File: config.mk
export PLATFORM = sky130hd
export DESIGN_NAME = count_seq_monitor
export DESIGN_NICKNAME = d
export VERILOG_FILES = /design/src/rtl/count_seq_monitor.sv
export SDC_FILE = /design/constraint.sdc
export NUM_CORES = 1
export LEC_CHECK = 0
export ABC_AREA = 1
export BUFFER_PORTS_ARGS = -buffer_cell sky130_fd_sc_hd__buf_2
export CAP_MARGIN = 5
export CELL_PAD_IN_SITES_DETAIL_PLACEMENT = 0
export CELL_PAD_IN_SITES_GLOBAL_PLACEMENT = 1
export CORE_MARGIN = 4
export CORE_UTILIZATION = 30
export CTS_CLUSTER_DIAMETER = 30
export DETAILED_ROUTE_END_ITERATION = 10
export PLACE_DENSITY_LB_ADDON = 0.1
export SYNTH_ARGS = -nofsm -noshare
export SYNTH_HDL_FRONTEND = slang
export SYNTH_SLANG_ARGS = --single-unit
File: constraint.sdc
create_clock -name clk -period 1.5 [get_ports clk]
set_input_delay 0.3 -clock clk [delete_from_list [all_inputs] [get_ports clk]]
set_output_delay 0.3 -clock clk [all_outputs]
set_load 0.03 [all_outputs]
File: src/rtl/count_seq_monitor.sv
// count_seq_monitor: checks a counter stream advances by +1 mod 2^WIDTH, locks, reports errors/wraps
// Optional feature macro: MON_STICKY_ERR_EN (adds err_sticky output)
// Ports:
//   clk        rising-edge clock
//   rst        synchronous active-high reset
//   cnt_in     monitored counter value
//   cnt_vld    cnt_in valid this cycle
//   clr        synchronous clear of err_cnt, wrap_cnt, err_sticky
//   locked     monitor is in LOCKED state
//   err_pulse  one-cycle pulse on a step mismatch while LOCKED
//   wrap_pulse one-cycle pulse on a good max->0 step while LOCKED
//   err_cnt    saturating error count since rst/clr
//   wrap_cnt   wrapping wrap count since rst/clr
//   err_sticky set by any LOCKED error, held until rst/clr (MON_STICKY_ERR_EN only)
module count_seq_monitor #(
    parameter int WIDTH      = 4,
    parameter int LOCK_CNT   = 3,
    parameter int ERR_CNT_W  = 8,
    parameter int WRAP_CNT_W = 8
) (
    input  logic                  clk,
    input  logic                  rst,
    input  logic [WIDTH-1:0]      cnt_in,
    input  logic                  cnt_vld,
    input  logic                  clr,
    output logic                  locked,
    output logic                  err_pulse,
    output logic                  wrap_pulse,
    output logic [ERR_CNT_W-1:0]  err_cnt,
`ifdef MON_STICKY_ERR_EN
    output logic [WRAP_CNT_W-1:0] wrap_cnt,
    output logic                  err_sticky
`else
    output logic [WRAP_CNT_W-1:0] wrap_cnt
`endif
);
    localparam int RUN_W = $clog2(LOCK_CNT + 1);

    typedef enum logic {SEARCH, LOCKED} state_t;

    state_t           state;
    logic             have_ref;
    logic [WIDTH-1:0] prev;
    logic [RUN_W-1:0] run;
    logic             good;
    logic             sticky;

    assign good   = cnt_in == prev + WIDTH'(1);
    assign locked = state == LOCKED;
`ifdef MON_STICKY_ERR_EN
    assign err_sticky = sticky;
`endif

    always_ff @(posedge clk) begin
        if (rst) begin
            state      <= SEARCH;
            have_ref   <= 1'b0;
            prev       <= '0;
            run        <= '0;
            err_pulse  <= 1'b0;
            wrap_pulse <= 1'b0;
            err_cnt    <= '0;
            wrap_cnt   <= '0;
            sticky     <= 1'b0;
        end else begin
            err_pulse  <= 1'b0;
            wrap_pulse <= 1'b0;
            if (cnt_vld) begin
                have_ref <= 1'b1;
                prev     <= cnt_in;
                if (have_ref && state == SEARCH) begin
                    run <= good ? run + RUN_W'(1) : '0;
                    if (good && run == RUN_W'(LOCK_CNT - 1)) begin
                        state <= LOCKED;
                        run   <= '0;
                    end
                end else if (have_ref && good && &prev) begin
                    wrap_pulse <= 1'b1;
                    wrap_cnt   <= wrap_cnt + WRAP_CNT_W'(1);
                end else if (have_ref && !good) begin
                    err_pulse <= 1'b1;
                    err_cnt   <= &err_cnt ? err_cnt : err_cnt + ERR_CNT_W'(1);
                    state     <= SEARCH;
                    run       <= '0;
                    sticky    <= 1'b1;
                end
            end
            // clr overrides any count/sticky update from an event this cycle
            if (clr) begin
                err_cnt  <= '0;
                wrap_cnt <= '0;
                sticky   <= 1'b0;
            end
        end
    end
endmodule
==> results of run 1 <==
[worst max-delay path, delay by kind of cell (launching register included)]
family                   cells  cell delay, ps
AO/OA/AOI/OAI                1             110
XOR/XNOR                     1             130
adder cells (fa/ha/maj)      1             240
buffers and inverters        1              60
flip-flops                   1             350
AND/OR/NAND/NOR              6             600
[state kept, by name, indices dropped and copies added, names as in the netlist]
| signal | count |
|---|---|
| err_cnt | 8 |
| err_pulse | 1 |
| have_ref | 1 |
| locked | 1 |
| prev | 4 |
| run | 2 |
| wrap_cnt | 8 |
| wrap_pulse | 1 |
[layout make-up]
class | count | share of cell area (%)
well taps | 52 | 3.38
repair buffers | 43 | 14.9
inverters | 21 | 4.35
clock buffers | 3 | 2.14
multi-input cells | 144 | 46.4
clock inverters | 1 | 1.56
flip-flops and latches | 26 | 27.3
[through the flow]
stage	cell area (sq um)	power [mW]	std cells	setup WS (ps)
after floorplan	1430	0.859	191	10.3
after global placement	1770	0.932	284	-60.2
after detailed placement	1770	0.933	284	-97.4
after CTS	1870	1.54	290	-73.0
after global routing	1930	1.60	290	-185
final	1930	1.53	290	-68.3
[Yosys cell counts]
cell      count
nor3b_1       1
nor2_4        4
a21oi_1      17
nand2_4       2
nand3_2       1
o21ai_1       1
dfxtp_1      26
xor2_1       11
clkbuf_1      1
inv_2         4
inv_1        17
nor2_1       26
nand3_4       2
nand2_1      41
nor4_1        1
nand3_1       9
buf_4         1
ha_1          4
nand4_1       8
o21ai_0       6
nand2_2       3
xnor2_1       4
nor3_1        1
[repair_timing]
| action | in CTS | in global routing |
|---|---|---|
| resized for setup | 4 | 17 |
| buffers inserted | 0 | 0 |
| hold buffers | 0 | 0 |
| gates cloned | 2 | 0 |
| pin swaps | 10 | 10 |
| setup endpoints to repair | 19 | 19 |
[final timing paths]
kind	endpoint	slack, ps
hold reg to reg	locked	490
setup / recovery	err_cnt[4]	-70
setup reg to reg	err_cnt[4]	-70
hold / removal	have_ref	240
[logic make-up (layout without fill, tap and decap cells)]
family / Yosys count / count (layout)
AO/OA/AOI/OAI: 24 / 24
XOR/XNOR: 15 / 15
adder cells (fa/ha/maj): 4 / 4
buffers and inverters: 23 / 68
flip-flops: 26 / 26
AND/OR/NAND/NOR: 99 / 101
[power breakdown]
part           total [mW]  switching, mW  internal, mW
clock network       0.597          0.239         0.358
registers           0.720         0.0146         0.705
logic               0.218          0.127        0.0906
total                1.53          0.381          1.15
[per-layer routing]
metal	vias to the layer above	share of wire [%]	wire, microns	global-route usage (%)
met4	0	0.71	25	3.08
met1	633	48	1680	16.6
met3	5	4.8	168	3.55
li1	711	-	-	-
met2	25	47	1650	21.2
met5	-	0	0	0
==> metrics.txt, run 1 <==
H-tree depth=1; RSZ-0062 raised after global routing=yes; drc violations=0; XOR/XNOR Fraction of Synth Area=9.33%; Worst Setup Start Kind=flop; Data required, critical path=1710 ps; synth top area cells=dfxtp_1 37%, nand2_1 11%, nor2_1 6.9%, xor2_1 6.8%, a21oi_1 6.0%; Final Slew Violations=0; worst reg2reg startpoint=prev[0]; sequential share of the synthesized area=36.9%; count of different cell masters after synthesis=23; CTS root buf=clkbuf_8; hold_sp=rst; Worst-path clk slew=100 ps; outcome=finished, violations left; hold path cells=2; vias per std cell=4.74; Placer Congestion=0.810; Syn Inst Count=191; vias in the first global route=1413; final count of hold timing violations=0; CTS tree=done; largest family of logic cells by synthesized area=simple AND/OR/NAND/NOR gates; initial cell density of the core=31.7%; post-route setup slack=-68.3 ps; period utilization=105%; layout cells sized above 1=36.1%; syn avg cell area=7.38 sq um; Leakage=0.860 nW; Tot GR Track Use=12.9%; NumNets Final=251; Worst path max stage delay=350 ps; FMAX=638 MHz; initial antenna violation count=0; mux share of post-synthesis cell area=0%; die area=0.00586 sq mm; Clock Tree Buf Depth=2; Synth Warn #=0; Period minus WS final=1570 ps; Synth top area share=36.9%; Reg2Reg Depth=10; via count=1374; routed length per instance=12.1 microns; Simple-Gate Fraction of Synth Area=35.3%; Worst Tran Pin Value=529 ps; die height=76.5 microns; Slowest cell on crit path=dfxtp_2; worst-path maximum fanout=7; dpl hpwl=2630 microns; Final Core Density=43.3%; most frequent cells in the layout=33 x nand2_1, 26 x buf_2, 25 x nor2_1; DRT antenna net count=0; final WL=3520 microns; Power Dens Cells=797 mW/mm^2; P&R area growth vs syn=36.7%; DRT Pass-1 Iters=7; global-route wire length before repair=6400 microns; Initial DRC Count=51; core area=0.00444 sq mm; register area=526 sq um; Yosys reg bits=26; Die Wd=76.5 microns; critical path, cell by cell=ha_4, xnor2_2, nand2_2, nor2_4, nand2_4, nand3_4, inv_2, nand2_4, nand2_2, a21oi_2; io pins=27; hold_ws=238 ps; Filler cells=497; largest net degree at the start of global routing=16; failing checks=setup timing; setup tns final=-524 ps; clk_skew=9.68 ps; Mapped Nets=203; most common cell after layout, fill and taps aside=nand2_1; Min-Delay Path Class=primary input to flop; Ant. Diodes=0; Crit. End Element=flop; post-synthesis compound-gate area fraction=8.53%; max cap viols=0; Final Setup Violations=16; global route overflow=0; CTS sink cnt=26; cell area after synthesis=0.00141 sq mm; Slew HR=64.7%; CTS buffer count=3; critical path data arrival time=1780 ps; Crit Path Category=flop to flop; multi-input logic area=893 sq um; Synth area leader=dfxtp_1; Critical Path Start=prev[0]; maximum vdd drop=554 uV; Rows=24; port buffer count=26; worst-skew pair later-pin latency=280 ps; Post-Synth Adder-Cell Area=3.55%
No activity file was read; power rests on OpenSTA's default activity.
==> run 2, diff against run 1 <==
--- a/config.mk
+++ b/config.mk
@@ -14,7 +14,7 @@
 export CORE_UTILIZATION = 30
 export CTS_CLUSTER_DIAMETER = 30
 export DETAILED_ROUTE_END_ITERATION = 10
-export PLACE_DENSITY_LB_ADDON = 0.1
+export PLACE_DENSITY_LB_ADDON = 0.08
 export SYNTH_ARGS = -nofsm -noshare
 export SYNTH_HDL_FRONTEND = slang
 export SYNTH_SLANG_ARGS = --single-unit
==> run 2 against run 1 <==
Compared with the run above: the run still ends with setup timing left; power is 8.6% lower; via count shrank 0.95%; global-route usage decreased by 0.21 points; critical path type unchanged; largest power group unchanged; highest routed layer unchanged.
==> metrics.txt, run 2 (same netlist as run 1, synthesis figures left out) <==
Rows=24 (unchanged); Finished Layout Cells=291 (+0.34%); Worst Setup Start Kind=flop; CTS tree=done; maximum vdd drop=351 uV (-37%); CTS sink cnt=26 (unchanged); Largest regs=err_cnt x8, wrap_cnt x8, prev x4; Final Setup Violations=19 (+3); initial cell density of the core=31.7% (unchanged); Slew HR=60.2% (-4.5 points); Crit. End Element=flop; routed length per instance=12.4 microns (+2.5%); cell-internal power=1.03 mW (-11%); Sw Ratio=26.5% (+1.7 points); core area=0.00444 sq mm (unchanged); NumNets Final=252 (+0.40%); DRT Pass-1 Iters=4 (-3); Slowest cell on crit path=dfxtp_2; max cap viols=0 (unchanged); Largest delay share family, worst path=simple AND/OR/NAND/NOR gates; worst-skew pair later-pin latency=270 ps (about the same); post-route setup slack=-112 ps (-43.2 ps); Placer Congestion=0.778 (-4.0%); Min-Delay Path Class=primary input to flop; drc violations=0 (unchanged); port buffer count=26 (unchanged); dpl hpwl=2630 microns (-0.15%); final count of hold timing violations=0 (unchanged); P&R area growth vs syn=37.6%; io pins=27 (unchanged); layout cells sized above 1=38.5% (+2.4 points); period utilization=107% (+2.9 points); die area=0.00586 sq mm (unchanged); Comb pwr share=15.6% (+1.4 points); Final Slew Violations=0 (unchanged); Data required, critical path=1700 ps (about the same); initial antenna violation count=0 (unchanged); Leakage=0.852 nW (-1.0%); CTS root buf=clkbuf_8; largest net degree at the start of global routing=15 (-1); sequential share of power=51.4% (+4.5 points); Worst Tran Pin Value=596 ps (+66.8 ps); critical path, cell by cell=ha_4, xnor2_2, nand2_1, nor2_4, nand2_4, nand3_4, nor2_4, nand2_1, a21oi_2; Worst path max stage delay=350 ps (about the same); Ant. Diodes=0 (unchanged); CTS buffer count=3 (unchanged); final WL=3620 microns (+2.9%); failing checks=setup timing; clk_skew=3.84 ps (-5.84 ps); most common cell after layout, fill and taps aside=nand2_1; vias per std cell=4.68 (-1.3%); RSZ-0062 raised after global routing=yes; post-route cell area=0.00194 sq mm (+0.65%); switching power=0.371 mW (-2.6%); Tot GR Track Use=12.6% (-0.21 points); most frequent cells in the layout=34 x nand2_1, 26 x buf_2, 25 x nor2_1; outcome=finished, violations left; global route overflow=0 (unchanged); Crit Path Category=flop to flop; Period minus WS final=1610 ps (+43.2 ps); die height=76.5 microns (unchanged); clock power share=33.0% (-5.9 points); vias in the first global route=1318 (-6.7%); placed cell count=282 (-0.70%); via count=1361 (-0.95%); Clock Tree Buf Depth=2 (unchanged); DRT antenna net count=0 (unchanged); global-route wire length before repair=6180 microns (-3.5%); Buf/Inv on CP=0 (-1); H-tree depth=1 (unchanged); Initial DRC Count=32 (-37%); Die Wd=76.5 microns (unchanged); Worst-path clk slew=90 ps (about the same); FMAX=621 MHz (-2.7%); Power Dens Cells=723 mW/mm^2 (-9.2%); Placement Cell Area=0.00175 sq mm (-0.85%); critical path data arrival time=1810 ps (+30 ps); worst-path maximum fanout=5 (-2)
[run 2: cell type report]
type | count | area, sq um
multi-input cells | 144 | 911
fillers | 453 | 2510
well taps | 52 | 65.1
repair buffers | 44 | 298
flip-flops and latches | 26 | 526
inverters | 21 | 83.8
clock buffers | 4 | 55.1
[run 2: what timing repair did]
item / CTS / global route
hold buffers: 0 / 0
gates cloned: 1 / 1
gates resized for setup: 8 / 18
pin swaps: 4 / 9
buffers inserted: 1 / 2
hold endpoints to repair: 0 / 0
setup endpoints to repair: 19 / 20
[run 2: final timing paths]
kind	endpoint	depth (start not counted)	start	slack, ps
min reg2reg	wrap_cnt[7]	2	wrap_cnt[7]	500
min	wrap_pulse	2	rst	280
max	err_cnt[6]	9	prev[1]	-110
max reg2reg	err_cnt[6]	9	prev[1]	-110
[run 2: worst reg2reg max path, stage by stage, from the launching register on]
cell and delay, ps:
dfxtp_2 350, ha_4 240, xnor2_2 120, nand2_1 110, nor2_4 50, nand2_4 110, nand3_4 120, nor2_4 210
nand2_1 100, a21oi_2 140
[run 2: stage by stage]
stage          utilization, %  total power, mW  setup WS [ps]  hold slack, ps  setup TNS, ps
5_1_grt                  43.6             1.47           -204             263          -2860
6_report                 43.6             1.40           -112             276           -866
3_5_place_dp             39.4            0.928          -91.8             468          -1160
3_3_place_gp             39.4            0.928          -57.2             466           -433
4_1_cts                  41.6             1.42          -84.4             260           -758
2_1_floorplan               -            0.859           10.3             369              0
[run 2: layer usage]
| metal | part of all wire (%) | wire length (microns) | vias up | GRT usage (%) |
|---|---|---|---|---|
| met4 | 0.66 | 24 | 0 | 2.72 |
| li1 | - | - | 717 | - |
| met1 | 47 | 1710 | 619 | 15.8 |
| met3 | 4.1 | 148 | 2 | 3.43 |
| met5 | 0 | 0 | - | 0 |
| met2 | 48 | 1740 | 23 | 21.7 |
[run 2: power by group through the flow]
stage	Combinational, mW	Sequential, mW	Clock, mW
final	0.219	0.720	0.463
after global routing	0.242	0.723	0.508
after CTS	0.209	0.720	0.491
after detailed placement	0.193	0.735	0
after global placement	0.193	0.735	0
after floorplan	0.120	0.738	0
==> run 3, diff against run 2 <==
--- a/config.mk
+++ b/config.mk
@@ -15,6 +15,7 @@
 export CTS_CLUSTER_DIAMETER = 30
 export DETAILED_ROUTE_END_ITERATION = 10
 export PLACE_DENSITY_LB_ADDON = 0.08
+export SLEW_MARGIN = 20
 export SYNTH_ARGS = -nofsm -noshare
 export SYNTH_HDL_FRONTEND = slang
 export SYNTH_SLANG_ARGS = --single-unit
==> constraint.sdc (replaced) <==
create_clock -name clk -period 1.5 [get_ports clk]
set_input_delay 0.075 -clock clk [delete_from_list [all_inputs] [get_ports clk]]
set_output_delay 0.075 -clock clk [all_outputs]
set_load 0.03 [all_outputs]
==> run 3 against run 2 <==
Compared with the run above: the flow still finishes with violations (setup timing); count of clock-buffer cells in the layout down 1; register-to-register slack better by 40 ps; worst hold slack worse by 260 ps; core utilization down 0.48 points; critical path type unchanged; sequential share of layout area up 0.30 points; via count down 1.2%; flip-flop and latch count unchanged; power up 9.4%; die area unchanged; sequential power about the same; clock skew up 3.9 ps.
==> metrics.txt, run 3 (same netlist as run 1, synthesis figures left out) <==
failing checks=setup timing; CTS sink cnt=26 (unchanged); port buffer count=26 (unchanged); Placer Congestion=0.786 (+1.1%); Worst-path clk slew=100 ps (about the same); # hold bufs at CTS=0 (unchanged); maximum vdd drop=349 uV (-0.43%); max cap viols=0 (unchanged); clock power share=39.6% (+6.6 points); Placement Cell Area=0.00174 sq mm (-0.86%); cell-internal power=1.14 mW (+11%); P&R area growth vs syn=36.1%; Final Setup Violations=17 (-2); global-route wire length before repair=6130 microns (-0.78%); Clock Tree Buf Depth=2 (unchanged); CTS root buf=clkbuf_8; Largest regs=err_cnt x8, wrap_cnt x8, prev x4; CTS tree=done; worst-skew pair later-pin latency=280 ps (about the same); Crit Path Category=flop to flop; post-route setup slack=-68.3 ps (+43.2 ps); via count=1345 (-1.2%); RSZ-0062 raised after global routing=yes; switching power=0.390 mW (+5.0%); Die Wd=76.5 microns (unchanged); core area=0.00444 sq mm (unchanged); Data required, critical path=1720 ps (+20 ps); routed length per instance=12.4 microns (-0.52%); die area=0.00586 sq mm (unchanged); clk_skew=7.75 ps (+3.91 ps); final WL=3560 microns (-1.5%); global route overflow=0 (unchanged); Ant. Diodes=0 (unchanged); layout cells sized above 1=37.7% (-0.78 points); H-tree depth=1 (unchanged); outcome=finished, violations left; Initial DRC Count=41 (+28%); Worst Tran Pin Value=550 ps (-46.4 ps); initial antenna violation count=0 (unchanged); worst-path maximum fanout=5 (unchanged); die height=76.5 microns (unchanged); Comb pwr share=13.5% (-2.1 points); CTS buffer count=3 (unchanged); Final Slew Violations=0 (unchanged); dpl hpwl=2580 microns (-1.7%); drc violations=0 (unchanged); Sw Ratio=25.4% (-1.1 points); most common cell after layout, fill and taps aside=nand2_1; period utilization=105% (-2.9 points); Slew HR=63.3% (+3.1 points); most frequent cells in the layout=30 x nand2_1, 26 x buf_2, 24 x nor2_1; critical path data arrival time=1780 ps (-30 ps); Power Dens Cells=800 mW/mm^2 (+11%); post-route cell area=0.00192 sq mm (-1.1%); io pins=27 (unchanged); final count of hold timing violations=0 (unchanged); multi-input logic area=900 sq um (-1.2%); Filler cells=461 (+1.8%); sequential share of power=47.0% (-4.4 points); Crit. End Element=flop; register area=526 sq um (unchanged); vias per std cell=4.67 (-0.15%); Finished Layout Cells=288 (-1.0%); vias in the first global route=1356 (+2.9%); Rows=24 (unchanged); FMAX=638 MHz (+2.8%); NumNets Final=249 (-1.2%); Final Core Density=43.1% (-0.48 points); Leakage=0.849 nW (-0.31%); Min-Delay Path Class=primary input to flop; initial cell density of the core=31.7% (unchanged); DRT antenna net count=0 (unchanged); DRT Pass-1 Iters=4 (unchanged); Period minus WS final=1570 ps (-43.2 ps); placed cell count=280 (-0.71%); largest net degree at the start of global routing=16 (+1); Worst Setup Start Kind=flop; Tot GR Track Use=12.5% (-0.14 points)
## run 3: cell types whose count changed in the layout (fill, tap and decap cells not counted), moves of 2 or more
cell	change
a21oi_2	-4
nand2_1	-4
nand2_2	+3
a21oi_1	+4
buf_4	-2
## run 3: cell type report
cell class / instances / area share [%]
multi-input combinational: 144 / 46.9
timing repair buffer: 41 / 14.2
sequential: 26 / 27.4
tap: 52 / 3.39
inverter: 21 / 4.37
clock inverter: 1 / 1.57
clock buffer: 3 / 2.15
## run 3: power by group through the flow
stage / Clock [mW] / Sequential [mW] / Combinational, mW
floorplan: 0 / 0.738 / 0.120
global placement: 0 / 0.735 / 0.186
detailed placement: 0 / 0.735 / 0.187
CTS: 0.629 / 0.720 / 0.193
global route: 0.646 / 0.722 / 0.230
finish: 0.606 / 0.720 / 0.207
## run 3: metal layers
layer	vias to the layer above	global-route usage, %	part of all wire (%)
met3	4	2.84	3.7
met1	615	16.4	48
met4	0	3.80	0.95
met5	-	0	0
met2	21	20.3	47
li1	705	-	-
## run 3: worst paths after layout
kind | depth (start not counted) | slack [ps] | from | end
setup reg to reg | 9 | -70 | prev[1] | err_cnt[3]
setup / recovery | 9 | -70 | prev[1] | err_cnt[3]
hold reg to reg | 2 | 470 | locked | locked
hold / removal | 2 | 20 | rst | wrap_pulse
## run 3: metrics by stage
stage | TNS (ps) | total power, mW | hold WS [ps] | setup slack, ps
finish | -687 | 1.53 | 20.3 | -68.3
global route | -2400 | 1.60 | 32.2 | -156
CTS | -730 | 1.54 | 30.5 | -67.6
detailed placement | -1380 | 0.922 | 336 | -106
global placement | -542 | 0.921 | 332 | -68.0
floorplan | 0 | 0.859 | 144 | 10.3
## run 3: critical path: stages (launching register included)
cell and delay, ps:
dfxtp_2 350, ha_4 240, xnor2_2 120, nand2_1 110, nor2_4 50, nand2_4 110
nand3_4 120, nor2_4 190, nand2_1 80, a21oi_1 130
## run 3: what timing repair did
item / CTS / global route
pin swaps: 7 / 10
resized for setup: 7 / 19
gates cloned: 1 / 1
buffers inserted: 0 / 2
endpoints found under the setup margin: 19 / 20
